===== src/rtl/lsu_ctrl.sv =====
// Load/store unit controller: bridges the MEM stage to a single-outstanding data bus.
// Optional response watchdog is compiled in when LSU_TIMEOUT_EN is defined.

module lsu_ctrl #(
  parameter int unsigned TIMEOUT_CYCLES = 256
) (
  input  logic        clk,
  input  logic        rst_n,
  input  logic        pipe_flush,
  input  logic        mem_valid,
  input  logic        mem_we,
  input  logic        mem_re,
  input  logic [2:0]  mem_funct3,
  input  logic [31:0] mem_addr,
  input  logic [31:0] mem_wdata,
  output logic        store_hand_suc,
  output logic        load_hand_suc,
  output logic [31:0] mem_ld_data,
  output logic        mem_ld_misal,
  output logic        mem_st_misal,
  output logic        mem_bus_err,
  output logic        dbus_req_valid,
  input  logic        dbus_req_ready,
  output logic        dbus_we,
  output logic [31:0] dbus_addr,
  output logic [31:0] dbus_wdata,
  output logic [3:0]  dbus_wstrb,
  input  logic        dbus_rsp_valid,
  input  logic [31:0] dbus_rsp_rdata
);

  typedef enum logic [2:0] {IDLE, REQ, WAIT, DONE, DRAIN} state_t;

  state_t      state_q, state_d;

  logic [29:0] word_addr_q;
  logic [1:0]  addr_lo_q;
  logic [2:0]  funct3_q;
  logic        we_q;
  logic [31:0] wdata_q;
  logic [3:0]  wstrb_q;
  logic [31:0] ld_data_q;

  logic        access;
  logic        aligned;
  logic        start;
  logic        misal;
  logic        done_ok;
  logic [31:0] st_wdata;
  logic [3:0]  st_wstrb;
  logic [31:0] ld_shift;
  logic [31:0] ld_fmt;
  logic        ld_capture;
  logic        to_err;
  logic        timeout;

  always_comb begin
    aligned = 1'b1;
    case (mem_funct3[1:0])
      2'b00:   aligned = 1'b1;
      2'b01:   aligned = ~mem_addr[0];
      default: aligned = (mem_addr[1:0] == 2'b00);
    endcase
  end

  assign access = mem_valid & (mem_we | mem_re);
  assign start  = (state_q == IDLE) & access & aligned & ~pipe_flush;
  // Misaligned accesses complete combinationally in IDLE; held off while reset is asserted.
  assign misal  = rst_n & (state_q == IDLE) & access & ~aligned & ~pipe_flush;

  always_comb begin
    st_wdata = mem_wdata;
    st_wstrb = 4'b1111;
    case (mem_funct3[1:0])
      2'b00: begin
        st_wdata = {4{mem_wdata[7:0]}};
        st_wstrb = 4'b0001 << mem_addr[1:0];
      end
      2'b01: begin
        st_wdata = {2{mem_wdata[15:0]}};
        st_wstrb = 4'b0011 << mem_addr[1:0];
      end
      default: ;
    endcase
    if (!mem_we) begin
      st_wdata = '0;
      st_wstrb = '0;
    end
  end

  always_comb begin
    ld_shift = dbus_rsp_rdata >> {addr_lo_q, 3'b000};
    ld_fmt   = dbus_rsp_rdata;
    case (funct3_q)
      3'b000:  ld_fmt = {{24{ld_shift[7]}}, ld_shift[7:0]};
      3'b001:  ld_fmt = {{16{ld_shift[15]}}, ld_shift[15:0]};
      3'b100:  ld_fmt = {24'b0, ld_shift[7:0]};
      3'b101:  ld_fmt = {16'b0, ld_shift[15:0]};
      default: ld_fmt = dbus_rsp_rdata;
    endcase
  end

  // A flush after the bus accepted the request leaves one response in flight to swallow.
  always_comb begin
    state_d    = state_q;
    ld_capture = 1'b0;
    to_err     = 1'b0;
    case (state_q)
      IDLE: begin
        if (start) state_d = REQ;
      end
      REQ: begin
        if (dbus_req_ready)  state_d = pipe_flush ? DRAIN : WAIT;
        else if (pipe_flush) state_d = IDLE;
      end
      WAIT: begin
        if (pipe_flush) begin
          state_d = dbus_rsp_valid ? IDLE : DRAIN;
        end else if (dbus_rsp_valid) begin
          state_d    = DONE;
          ld_capture = 1'b1;
        end else if (timeout) begin
          state_d = DONE;
          to_err  = 1'b1;
        end
      end
      DONE: begin
        state_d = IDLE;
      end
      DRAIN: begin
        if (dbus_rsp_valid || timeout) state_d = IDLE;
      end
      default: state_d = IDLE;
    endcase
  end

  always_ff @(posedge clk or negedge rst_n) begin
    if (!rst_n) begin
      state_q     <= IDLE;
      word_addr_q <= '0;
      addr_lo_q   <= '0;
      funct3_q    <= '0;
      we_q        <= 1'b0;
      wdata_q     <= '0;
      wstrb_q     <= '0;
      ld_data_q   <= '0;
    end else begin
      state_q <= state_d;
      if (start) begin
        word_addr_q <= mem_addr[31:2];
        addr_lo_q   <= mem_addr[1:0];
        funct3_q    <= mem_funct3;
        we_q        <= mem_we;
        wdata_q     <= st_wdata;
        wstrb_q     <= st_wstrb;
      end
      if (ld_capture)  ld_data_q <= ld_fmt;
      else if (to_err) ld_data_q <= '0;
    end
  end

  assign done_ok = (state_q == DONE) & ~pipe_flush;

`ifdef LSU_TIMEOUT_EN
  localparam int unsigned CW = (TIMEOUT_CYCLES > 1) ? $clog2(TIMEOUT_CYCLES) : 1;

  logic [CW-1:0] wdog_q;
  logic          bus_err_q;

  // Counter restarts on every state change, so it measures time spent in the current WAIT/DRAIN.
  assign timeout = ((state_q == WAIT) | (state_q == DRAIN)) &
                   (wdog_q == CW'(TIMEOUT_CYCLES - 1));

  always_ff @(posedge clk or negedge rst_n) begin
    if (!rst_n) begin
      wdog_q    <= '0;
      bus_err_q <= 1'b0;
    end else begin
      if (state_d != state_q)
        wdog_q <= '0;
      else if ((state_q == WAIT) || (state_q == DRAIN))
        wdog_q <= wdog_q + CW'(1);
      if (start)       bus_err_q <= 1'b0;
      else if (to_err) bus_err_q <= 1'b1;
    end
  end

  assign mem_bus_err = done_ok & bus_err_q;
`else
  logic unused_timeout_cfg;

  assign unused_timeout_cfg = (TIMEOUT_CYCLES == 0);
  assign timeout            = 1'b0;
  assign mem_bus_err        = 1'b0;
`endif

  assign store_hand_suc = (done_ok & we_q)  | (misal & mem_we);
  assign load_hand_suc  = (done_ok & ~we_q) | (misal & mem_re);
  assign mem_st_misal   = misal & mem_we;
  assign mem_ld_misal   = misal & mem_re;
  assign mem_ld_data    = ld_data_q;

  assign dbus_req_valid = (state_q == REQ);
  assign dbus_we        = dbus_req_valid & we_q;
  assign dbus_addr      = dbus_req_valid ? {word_addr_q, 2'b00} : '0;
  assign dbus_wdata     = dbus_req_valid ? wdata_q : '0;
  assign dbus_wstrb     = dbus_req_valid ? wstrb_q : '0;

endmodule


===== config.mk =====
export PLATFORM = sky130hd
export DESIGN_NAME = lsu_ctrl
export DESIGN_NICKNAME = d
export VERILOG_FILES = /design/src/rtl/lsu_ctrl.sv
export SDC_FILE = /design/constraint.sdc
export NUM_CORES = 1
export LEC_CHECK = 0
export BUFFER_PORTS_ARGS = -buffer_cell sky130_fd_sc_hd__buf_4
export CORE_MARGIN = 5
export CORE_UTILIZATION = 25
export CTS_BUF_LIST = sky130_fd_sc_hd__clkbuf_8
export CTS_CLUSTER_DIAMETER = 150
export DETAILED_ROUTE_END_ITERATION = 16
export PLACE_DENSITY = 0.58
export SLEW_MARGIN = 20
export SYNTH_ARGS = -nofsm -noshare
export SYNTH_HDL_FRONTEND = slang
export SYNTH_SLANG_ARGS = --single-unit

===== constraint.sdc =====
create_clock -name clk -period 3.97 [get_ports clk]
set_input_delay 0.794 -clock clk [delete_from_list [all_inputs] [get_ports clk]]
set_output_delay 0.794 -clock clk [all_outputs]
set_load 0.005 [all_outputs]

==> impl_metrics.json, run 1 <==
{
  "grt_pass1_vias": 4944,
  "firstDrtPassIters": 4,
  "cts_made_buffers": 9,
  "chipHeight_um": 158.6,
  "switchingPower_mw": 1.197,
  "cts_hold_buf": 0,
  "finalCritPeriodShare_pct": 77.39,
  "cp_common_cell": "buf_4",
  "ys_seq_elements": 107,
  "clock_latency_ns": 0.39,
  "drive_gt1_share_pct": 37.07,
  "syn_to_final_growth_pct": 36.48,
  "setup.worst_path.start_class": "flip-flop",
  "cts_resized": 0,
  "fin_nets": 860,
  "wl_per_cell_um": 17.75,
  "grt_setup_unrepaired": "no",
  "dp_hpwl_um": 13390,
  "internal-power_mw": 2.304,
  "gp_congestion": 0.8028,
  "post-cts-setup-buffers": 0,
  "status": "finished clean",
  "dieArea_sq_um": 25160,
  "dieWidth_um": 158.6,
  "powerDensity_nw_per_um2": 464.7,
  "fillerInstances": 2266,
  "power_mw": 3.502,
  "top_usage_layer": "met2",
  "ys_warn_count": 0,
  "synthCells": 564,
  "path_class": "reg2out",
  "final.setup.tns_ns": 0,
  "grt.met1_usage_pct": 19.71,
  "seq_area_frac_synth_pct": 48.49,
  "synth_edf_count": 0,
  "path_cells": "nand2b_1 > nor2_4 > buf_4 > and2_1 > buf_4",
  "hold_violations": 0,
  "crit_arrival_ns": 2.28,
  "root_buffer": "clkbuf_8",
  "drt_wl_total_um": 18430,
  "core_area_sq_um": 21760,
  "initial_utilization_pct": 25.38,
  "tightest_slew_ns": 0.9228,
  "combinationalPowerShare_pct": 32.0,
  "clock_power_share_pct": 19.2,
  "ios": 214,
  "seq_power_share_pct": 48.7,
  "cp_max_fo": 44,
  "antenna_found_initial": 0,
  "clock_sinks": 107,
  "sw_frac_of_total_pct": 34.19,
  "syn_area_sq_um": 5522,
  "p_leak_nw": 3.592,
  "row_count": 54,
  "grt_pass1_wl_um": 28030,
  "clk_path_buf_depth": 2,
  "grtUsageMet3_pct": 4.621,
  "clock_skew_ns": 0.01377,
  "clk_pin_slew_worst_paths_ns": 0.11,
  "stdcell_area_sq_um": 7536,
  "io_buffer_count": 210,
  "place_area_sq_um": 7348,
  "htree_levels": 3,
  "max_stage_delay_ns": 0.52,
  "synth_cell_type_count": 43,
  "gr-usage-all-layers_pct": 14.35,
  "holdCritPathClass": "in2async",
  "grt_use_met2_pct": 21.93,
  "drt_iter0_drc": 184,
  "maxCapViolCount": 0,
  "grt-ovfl-total": 0,
  "worst_ep_required_time_ns": 3.18,
  "fmax_mhz": 325.5,
  "drv_slew": 0,
  "grt_max_degree": 76,
  "ir_drop_mv": 0.1631,
  "vias": 4863,
  "cpMaxStageDelayCell": "dfrtp_1",
  "fin_crit_ns": 3.072,
  "antenna_cells": 0,
  "ant_nets": 0,
  "async_flop_share_pct": 100.0,
  "viasPerCell": 4.685,
  "whs_ns": 0.3614,
  "dominantRegCellSynth": "dfrtp_1",
  "postSynthAreaPerCell_sq_um": 9.790,
  "slew-limit-headroom_pct": 38.25,
  "cts_tree": "built",
  "drc": 0,
  "crit_path_end_kind": "primary output",
  "setup_viol": 0
}
cell families after synthesis:
group                  count (synthesis)  share of synthesized area, %
AO/OA/AOI/OAI                        128                         13.57
AND/OR/NAND/NOR                      214                         20.44
flip-flops                           107                         48.49
buffers and inverters                 43                         3.626
other                                  1                       0.06792
multiplexers                          69                         13.48
XOR/XNOR                               2                        0.3173
cells in the final DEF (no fill, tap or decap), types with 3 or more instances in the layout:
cell type and count:
o21ai_0 34, o22ai_1 6, nand2_1 55, buf_4 216, nand2b_1 6, conb_1 3, and2_1 70, nor2b_1 6
nor3b_1 10, nand3_1 3, mux2_1 3, a22o_1 9, dfrtp_1 107, a21oi_1 48, o2bb2ai_1 3, clkbuf_8 9
nor2_1 49, o31ai_1 3, mux2i_1 26, a211oi_1 8, mux2_2 40, nor3_1 3, o21ai_1 9
synth_stat cells, types with 2 or more instances:
master     number  share of area, %
mux2_2         40               8.2
buf_1           2              0.14
a31oi_1         2              0.23
dfrtp_1       107                48
mux2_1          3              0.61
o2bb2ai_1       3              0.48
nor3b_1        10               1.4
buf_2          10              0.91
nor2b_1         6              0.68
o21ai_0        34               3.1
nor3_1          3              0.27
a2bb2oi_1       2              0.32
clkbuf_1       24               1.6
and3_1          2              0.23
buf_4           5              0.68
a21oi_1        48               4.4
xnor2_1         2              0.32
o21ai_1         9              0.82
a22o_1          9               1.4
nand2b_1        6              0.68
nor2_1         50               3.4
nand3b_1        2              0.27
o31ai_1         3              0.41
mux2i_1        26               4.7
nand3_1         3              0.27
a211oi_1        8               1.1
and2_1         70               7.9
nand2_1        55               3.7
o22ai_1         6              0.68
final timing paths:
kind / endpoint / slack (ns) / start / depth (start not counted)
hold reg to reg: wstrb_q[0]$_DFFE_PN0P_ / 0.49 / wstrb_q[0]$_DFFE_PN0P_ / 2
max in group asynchronous: word_addr_q[7]$_DFFE_PN0P_ / 2.54 / rst_n / 2
min in group clk: wstrb_q[0]$_DFFE_PN0P_ / 0.49 / wstrb_q[0]$_DFFE_PN0P_ / 2
hold / removal: mem_ld_data[6]$_DFFE_PN0P_ / 0.36 / rst_n / 1
setup / recovery: dbus_wdata[31] / 0.90 / state_q[0]$_DFFE_PN0P_ / 5
setup reg to reg: word_addr_q[25]$_DFFE_PN0P_ / 1.66 / state_q[2]$_DFFE_PN0P_ / 4
per-stage QoR:
stage                     setup slack (ns)  cells  utilization [%]
final                               0.8977   1038            34.64
after detailed placement             1.013   1022            33.78
after global routing                0.6829   1038            34.64
after CTS                           0.8362   1038            34.62
after global placement              0.9958   1022            33.78
after floorplan                      1.710    566                -
sequential cells by signal (all words and copies together) (netlist names):
name and flops:
wstrb_q 4, addr_lo_q 2, funct3_q 3, we_q 1, state_q 3, mem_ld_data 32
word_addr_q 30, wdata_q 32
metal layers:
layer  vias up  share of wire (%)
li1       2315                  -
met1      2327                 43
met2       201                 45
met3        20                 11
met4         0                1.6
met5         -                  0
critical path, delay by kind of cell (launching register included):
kind                   cells  cell delay (ns)
and+or+nand+nor            3             0.78
buffers and inverters      2             0.57
DFF                        1             0.52
power by group through the flow:
stage / clock (mW) / sequential (mW) / combinational [mW]
floorplan: 0 / 1.61 / 0.646
global placement: 0 / 1.72 / 1.12
detailed placement: 0 / 1.73 / 1.14
CTS: 0.710 / 1.71 / 1.14
global route: 0.750 / 1.76 / 1.25
finish: 0.673 / 1.71 / 1.12
cell type report:
cell class / count / area, sq um / share of cell area [%]
sequential: 107 / 2678 / 35.53
clock inverter: 7 / 60.06 / 0.7969
timing repair buffer: 218 / 1653 / 21.93
inverter: 1 / 3.754 / 0.04981
clock buffer: 9 / 123.9 / 1.644
tap: 280 / 350.3 / 4.649
multi-input combinational: 416 / 2668 / 35.40
No activity file was read; power rests on OpenSTA's default activity.
==> run 2, diff against run 1 <==
- ABC_AREA: unset -> 1
- PLACE_DENSITY: 0.58 -> 0.59
- clock period: 3.97 -> 2.75 ns (I/O delays scaled with it)
==> run 2 against run 1 <==
Sequential power rose by 54%; die area up 5.0%; count of clock-buffer cells in the layout is the same; flip-flop and latch count unchanged; first-iteration DRC count grew 88%; global-route usage increased by 0.20 points; setup slack got worse by 0.69 ns; critical path depth grew 1; highest routed layer unchanged.
==> impl_metrics.json, run 2 <==
{
  "syn_area_sq_um": 5814,
  "grt_setup_unrepaired": "no",
  "worst_ep_required_time_ns": 2.20,
  "fin_nets": 1117,
  "clk_path_buf_depth": 2,
  "drt_iter0_drc": 345,
  "maxCapViolCount": 0,
  "ys_warn_count": 0,
  "cts_made_buffers": 9,
  "firstDrtPassIters": 5,
  "ys_seq_elements": 107,
  "ys_top_cells_by_area": "dfrtp_1 (46%), nand2_1 (13%), inv_1 (8.0%)",
  "seq_area_sq_um": 2678,
  "ios": 214,
  "clk_pin_slew_worst_paths_ns": 0.11,
  "finalCritPeriodShare_pct": 92.28,
  "io_buffer_count": 210,
  "drt_wl_total_um": 19540,
  "crit_start": "state_q[0]$_DFFE_PN0P_",
  "holdCritPathClass": "in2async",
  "final_common_cell": "buf_4",
  "cts_hold_buf": 0,
  "drive_gt1_share_pct": 24.63,
  "crit_path_end_kind": "primary output",
  "wl_per_cell_um": 14.72,
  "preCtsSetupSlack_ns": 0.5574,
  "cp_max_fo": 70,
  "critPathTopFamily": "buffers and inverters",
  "initial_utilization_pct": 25.53,
  "reg2reg_from": "addr_lo_q[1]$_DFFE_PN0P_",
  "htree_levels": 3,
  "antenna_cells": 0,
  "cts_resized": 0,
  "post-cts-setup-buffers": 0,
  "fmax_mhz": 394.1,
  "grt_pass1_wl_um": 30700,
  "grt_pass1_vias": 5771,
  "tightest_slew_ns": 0.7522,
  "ant_nets": 0,
  "dieWidth_um": 162.5,
  "core_area_sq_um": 22780,
  "cpMaxStageDelayCell": "buf_4",
  "drc": 0,
  "powerDensity_nw_per_um2": 868.0,
  "setup_viol": 0,
  "clock_sinks": 107,
  "synth_edf_count": 0,
  "synthCells": 822,
  "synth_cell_type_count": 26,
  "fin_crit_ns": 2.538,
  "post-synth-top-area-fraction_pct": 46.05,
  "synthMostInstantiatedCell": "nand2_1",
  "vias": 5828,
  "viasPerCell": 4.389,
  "layout_common_cells": "buf_4 (220), nand2_1 (205), inv_1 (124)",
  "instances_no_fill": 1328,
  "postSynthAreaPerCell_sq_um": 7.073,
  "clock_latency_ns": 0.39,
  "dieArea_sq_um": 26410,
  "row_count": 55,
  "multi_input_area_sq_um": 2412,
  "final.setup.tns_ns": 0,
  "root_buffer": "clkbuf_8",
  "cts_tree": "built",
  "max_stage_delay_ns": 0.59,
  "fillerInstances": 2472,
  "critical_path_buf_inv_count": 3,
  "ir_drop_mv": 0.3267,
  "grt_max_degree": 108,
  "async_flop_share_pct": 100.0,
  "drv_slew": 0,
  "placed_cells": 1312,
  "hold_violations": 0,
  "synth_area_leader_cell": "dfrtp_1",
  "chipHeight_um": 162.5,
  "syn_to_final_growth_pct": 35.42,
  "crit_arrival_ns": 1.99,
  "grt-ovfl-total": 0,
  "gp_congestion": 0.8611,
  "slew-limit-headroom_pct": 49.85,
  "status": "finished clean",
  "antenna_found_initial": 0,
  "path_cells": "inv_1 > nor2_1 > nand2_2 > buf_4 > nor2_1 > buf_4",
  "setup.worst_path.start_class": "flip-flop",
  "dominantRegCellSynth": "dfrtp_1",
  "seq_area_frac_synth_pct": 46.05,
  "path_class": "reg2out",
  "dp_hpwl_um": 14480,
  "clock_skew_ns": 0.01591,
  "setup_ws_ns": 0.2124,
  "p_leak_nw": 4.063,
  "gr-usage-all-layers_pct": 14.56,
  "synthTopCellsByCount": "nand2_1 (206), inv_1 (124), nor2_1 (109), dfrtp_1 (107), o21ai_0 (74)"
}
==> run 2: area by class of cell <==
type / instances / share of cell area [%]
timing repair buffer: 224 / 21.99
sequential: 107 / 34.01
clock inverter: 7 / 0.7151
tap: 313 / 4.974
clock buffer: 9 / 1.573
inverter: 128 / 6.102
multi-input combinational: 540 / 30.64
==> run 2: layer usage <==
layer	up-vias	GRT usage, %	wire (um)
met5	-	0	0
met4	0	3.230	276
met3	21	5.315	1834
met2	200	23.61	8911
met1	2684	18.63	8520
li1	2923	-	-
==> run 2: cell families after synthesis <==
group | after synthesis | share of synthesized area (%)
buf+inv | 177 | 12.67
compound gates | 159 | 15.06
simple gates | 378 | 26.15
other cells | 1 | 0.06450
flops | 107 | 46.05
==> run 2: path summary, 6_finish.rpt <==
kind | endpoint | slack, ns | cells past startpoint
worst min register to register | mem_ld_data[11]$_DFFE_PN0P_ | 0.49 | 2
min in group clk | word_addr_q[25]$_DFFE_PN0P_ | 0.35 | 3
worst max register to register | mem_ld_data[18]$_DFFE_PN0P_ | 0.80 | 6
max in group asynchronous | mem_ld_data[19]$_DFFE_PN0P_ | 2.01 | 2
worst min-delay path | wstrb_q[3]$_DFFE_PN0P_ | 0.18 | 2
worst max-delay path | dbus_wstrb[2] | 0.21 | 6
==> run 2: worst register-to-register path, cell delays in order, from the launching register on <==
cell and delay (ns):
dfrtp_1 0.50, inv_1 0.42, nand3_1 0.20, nand3_2 0.23, nand2_2 0.24, o21bai_1 0.21
inv_1 0.06
==> run 2: report_power, final <==
group / internal, mW / switching, mW
Combinational: 1.41 / 1.81
Clock: 0.346 / 0.633
Sequential: 2.30 / 0.337
Total: 4.06 / 2.77
==> run 2: metrics by stage <==
step                util, %  hold slack, ns  area, sq um  total power [mW]
floorplan                 -          0.2544         5822             4.443
global placement      33.78          0.4658         7694             5.892
global route          34.57          0.2702         7874             7.456
detailed placement    33.78          0.4669         7694             5.940
finish                34.57          0.1751         7874             6.835
CTS                   34.57          0.2826         7874             6.947
==> run 3, diff against run 2 <==
- ABC_AREA: 1 -> 0
==> run 3 against run 2 <==
Sequential share of layout area up 0.99 points; flip-flop and latch count unchanged; non-clock buffer count rose by 2; register-to-register slack lost 0.19 ns; clock skew down 0.0028 ns; cell count fell by 21%; maximum frequency down 1.9%; die area decreased by 4.7%; critical path type unchanged; utilization rose by 0.60 points; final area decreased by 2.8%; sequential power fell by 9.1%.
==> impl_metrics.json, run 3 (same netlist as run 1, synthesis figures left out) <==
{
  "status": "finished clean",
  "ios": 214,
  "drc": 0,
  "clock_skew_ns": 0.01312,
  "fmax_mhz": 386.5,
  "core_area_sq_um": 21760,
  "hold_violations": 0,
  "clock_sinks": 107,
  "stdcell_area_sq_um": 7651,
  "crit_arrival_ns": 2.04,
  "viasPerCell": 4.601,
  "wl_per_cell_um": 17.36,
  "firstDrtPassIters": 5,
  "setup_viol": 0,
  "ant_nets": 0,
  "path_class": "reg2out",
  "place_area_sq_um": 7442,
  "regToRegEndpoint": "word_addr_q[22]$_DFFE_PN0P_",
  "root_buffer": "clkbuf_8",
  "drive_gt1_share_pct": 37.73,
  "drt_iter0_drc": 200,
  "maxCapViolCount": 0,
  "ff2ff_setup_slack_ns": 0.61,
  "post-cts-setup-buffers": 0,
  "p_leak_nw": 3.657,
  "tightest_slew_ns": 0.7350,
  "max_stage_delay_ns": 0.52,
  "cts_hold_buf": 0,
  "dp_hpwl_um": 13340,
  "row_count": 54,
  "worst_ep_required_time_ns": 2.20,
  "layout_common_cells": "buf_4 (223), dfrtp_1 (107), and2_1 (70)",
  "critical_path_buf_inv_count": 1,
  "grt_pass1_vias": 4949,
  "drt_wl_total_um": 18160,
  "whs_ns": 0.2612,
  "clk_pin_slew_worst_paths_ns": 0.11,
  "grt_max_degree": 108,
  "clk_path_buf_depth": 2,
  "htree_levels": 3,
  "fin_crit_ns": 2.587,
  "path_cells": "nor4b_4 > nand3_2 > o22ai_1 > buf_4",
  "gr-usage-all-layers_pct": 14.42,
  "slew-limit-headroom_pct": 51.00,
  "grt_setup_unrepaired": "no",
  "reg2reg_from": "state_q[2]$_DFFE_PN0P_",
  "clock_latency_ns": 0.39,
  "initial_utilization_pct": 25.38,
  "fillerInstances": 2269,
  "ir_drop_mv": 0.2416,
  "cpMaxStageDelayCell": "dfrtp_1",
  "cp_max_fo": 8,
  "finalCritPeriodShare_pct": 94.08,
  "setup.worst_path.start_class": "flip-flop",
  "antenna_cells": 0,
  "vias": 4813,
  "chipHeight_um": 158.6,
  "cts_tree": "built",
  "final.setup.tns_ns": 0,
  "cts_made_buffers": 9,
  "final_common_cell": "buf_4",
  "grt_pass1_wl_um": 28210,
  "io_buffer_count": 210,
  "dieArea_sq_um": 25160,
  "crit_path_end_kind": "primary output",
  "grt-ovfl-total": 0,
  "syn_to_final_growth_pct": 38.57,
  "drv_slew": 0,
  "worstRegToRegCells": 4,
  "dieWidth_um": 158.6,
  "gp_congestion": 0.7786,
  "power_mw": 5.165,
  "holdCritPathClass": "in2async",
  "powerDensity_nw_per_um2": 675.0,
  "cts_resized": 0,
  "antenna_found_initial": 0,
  "critPathTopFamily": "simple AND/OR/NAND/NOR gates",
  "fin_nets": 868
}
## run 3: cell count changes in the layout (fill, tap and decap cells not counted), moves of 40 or more
cell	delta
inv_1	-123
and2_1	+70
mux2_2	+40
nand3_1	-47
o21ai_0	-40
nor2_1	-59
nand2_1	-150
## run 3: worst max path at each step
stage | start | to | slack, ns | cells after the start
3_5_place_dp | pipe_flush | store_hand_suc | 0.43 | 5
3_3_place_gp | pipe_flush | store_hand_suc | 0.42 | 5
2_1_floorplan | state_q[1]$_DFFE_PN0P_ | dbus_addr[26] | 0.87 | 5
5_1_grt | state_q[2]$_DFFE_PN0P_ | store_hand_suc | 0.02 | 4
6_report | state_q[2]$_DFFE_PN0P_ | store_hand_suc | 0.16 | 4
4_1_cts | state_q[2]$_DFFE_PN0P_ | store_hand_suc | 0.08 | 4
## run 3: worst register-to-register path: cells and delay by family, from the launching register on
kind	cells	cell delay (ns)
flip-flops	1	0.52
multiplexers	1	0.29
AND/OR/NAND/NOR	2	0.85
buffers and inverters	1	0.37
## run 3: cell type report
type,instances,area [sq um],area share (%)
flip-flops and latches,107,2678,35.00
multi-input cells,416,2676,34.98
repair buffers,226,1734,22.67
well taps,280,350.3,4.579
clock buffers,9,123.9,1.619
clock inverters,7,85.08,1.112
inverters,1,3.754,0.04906
## run 3: stage by stage
step / setup WS (ns) / std cells / util (%)
3_3_place_gp: 0.4166 / 1030 / 34.17
6_report: 0.1627 / 1046 / 35.17
4_1_cts: 0.08290 / 1046 / 35.17
5_1_grt: 0.01858 / 1046 / 35.17
3_5_place_dp: 0.4292 / 1030 / 34.21
2_1_floorplan: 0.8704 / 566 / -
## run 3: routing by layer
| layer | vias to the layer above | share of wire [%] | global-route usage, % |
|---|---|---|---|
| li1 | 2330 | - | - |
| met1 | 2277 | 44 | 19.65 |
| met2 | 190 | 45 | 22.33 |
| met3 | 16 | 9.2 | 4.295 |
| met4 | 0 | 1.6 | 3.940 |
| met5 | - | 0 | 0 |
## run 3: report_power, final
| part | switching (mW) | internal (mW) |
|---|---|---|
| clock | 0.607 | 0.440 |
| combinational | 0.776 | 0.940 |
| sequential | 0.329 | 2.07 |
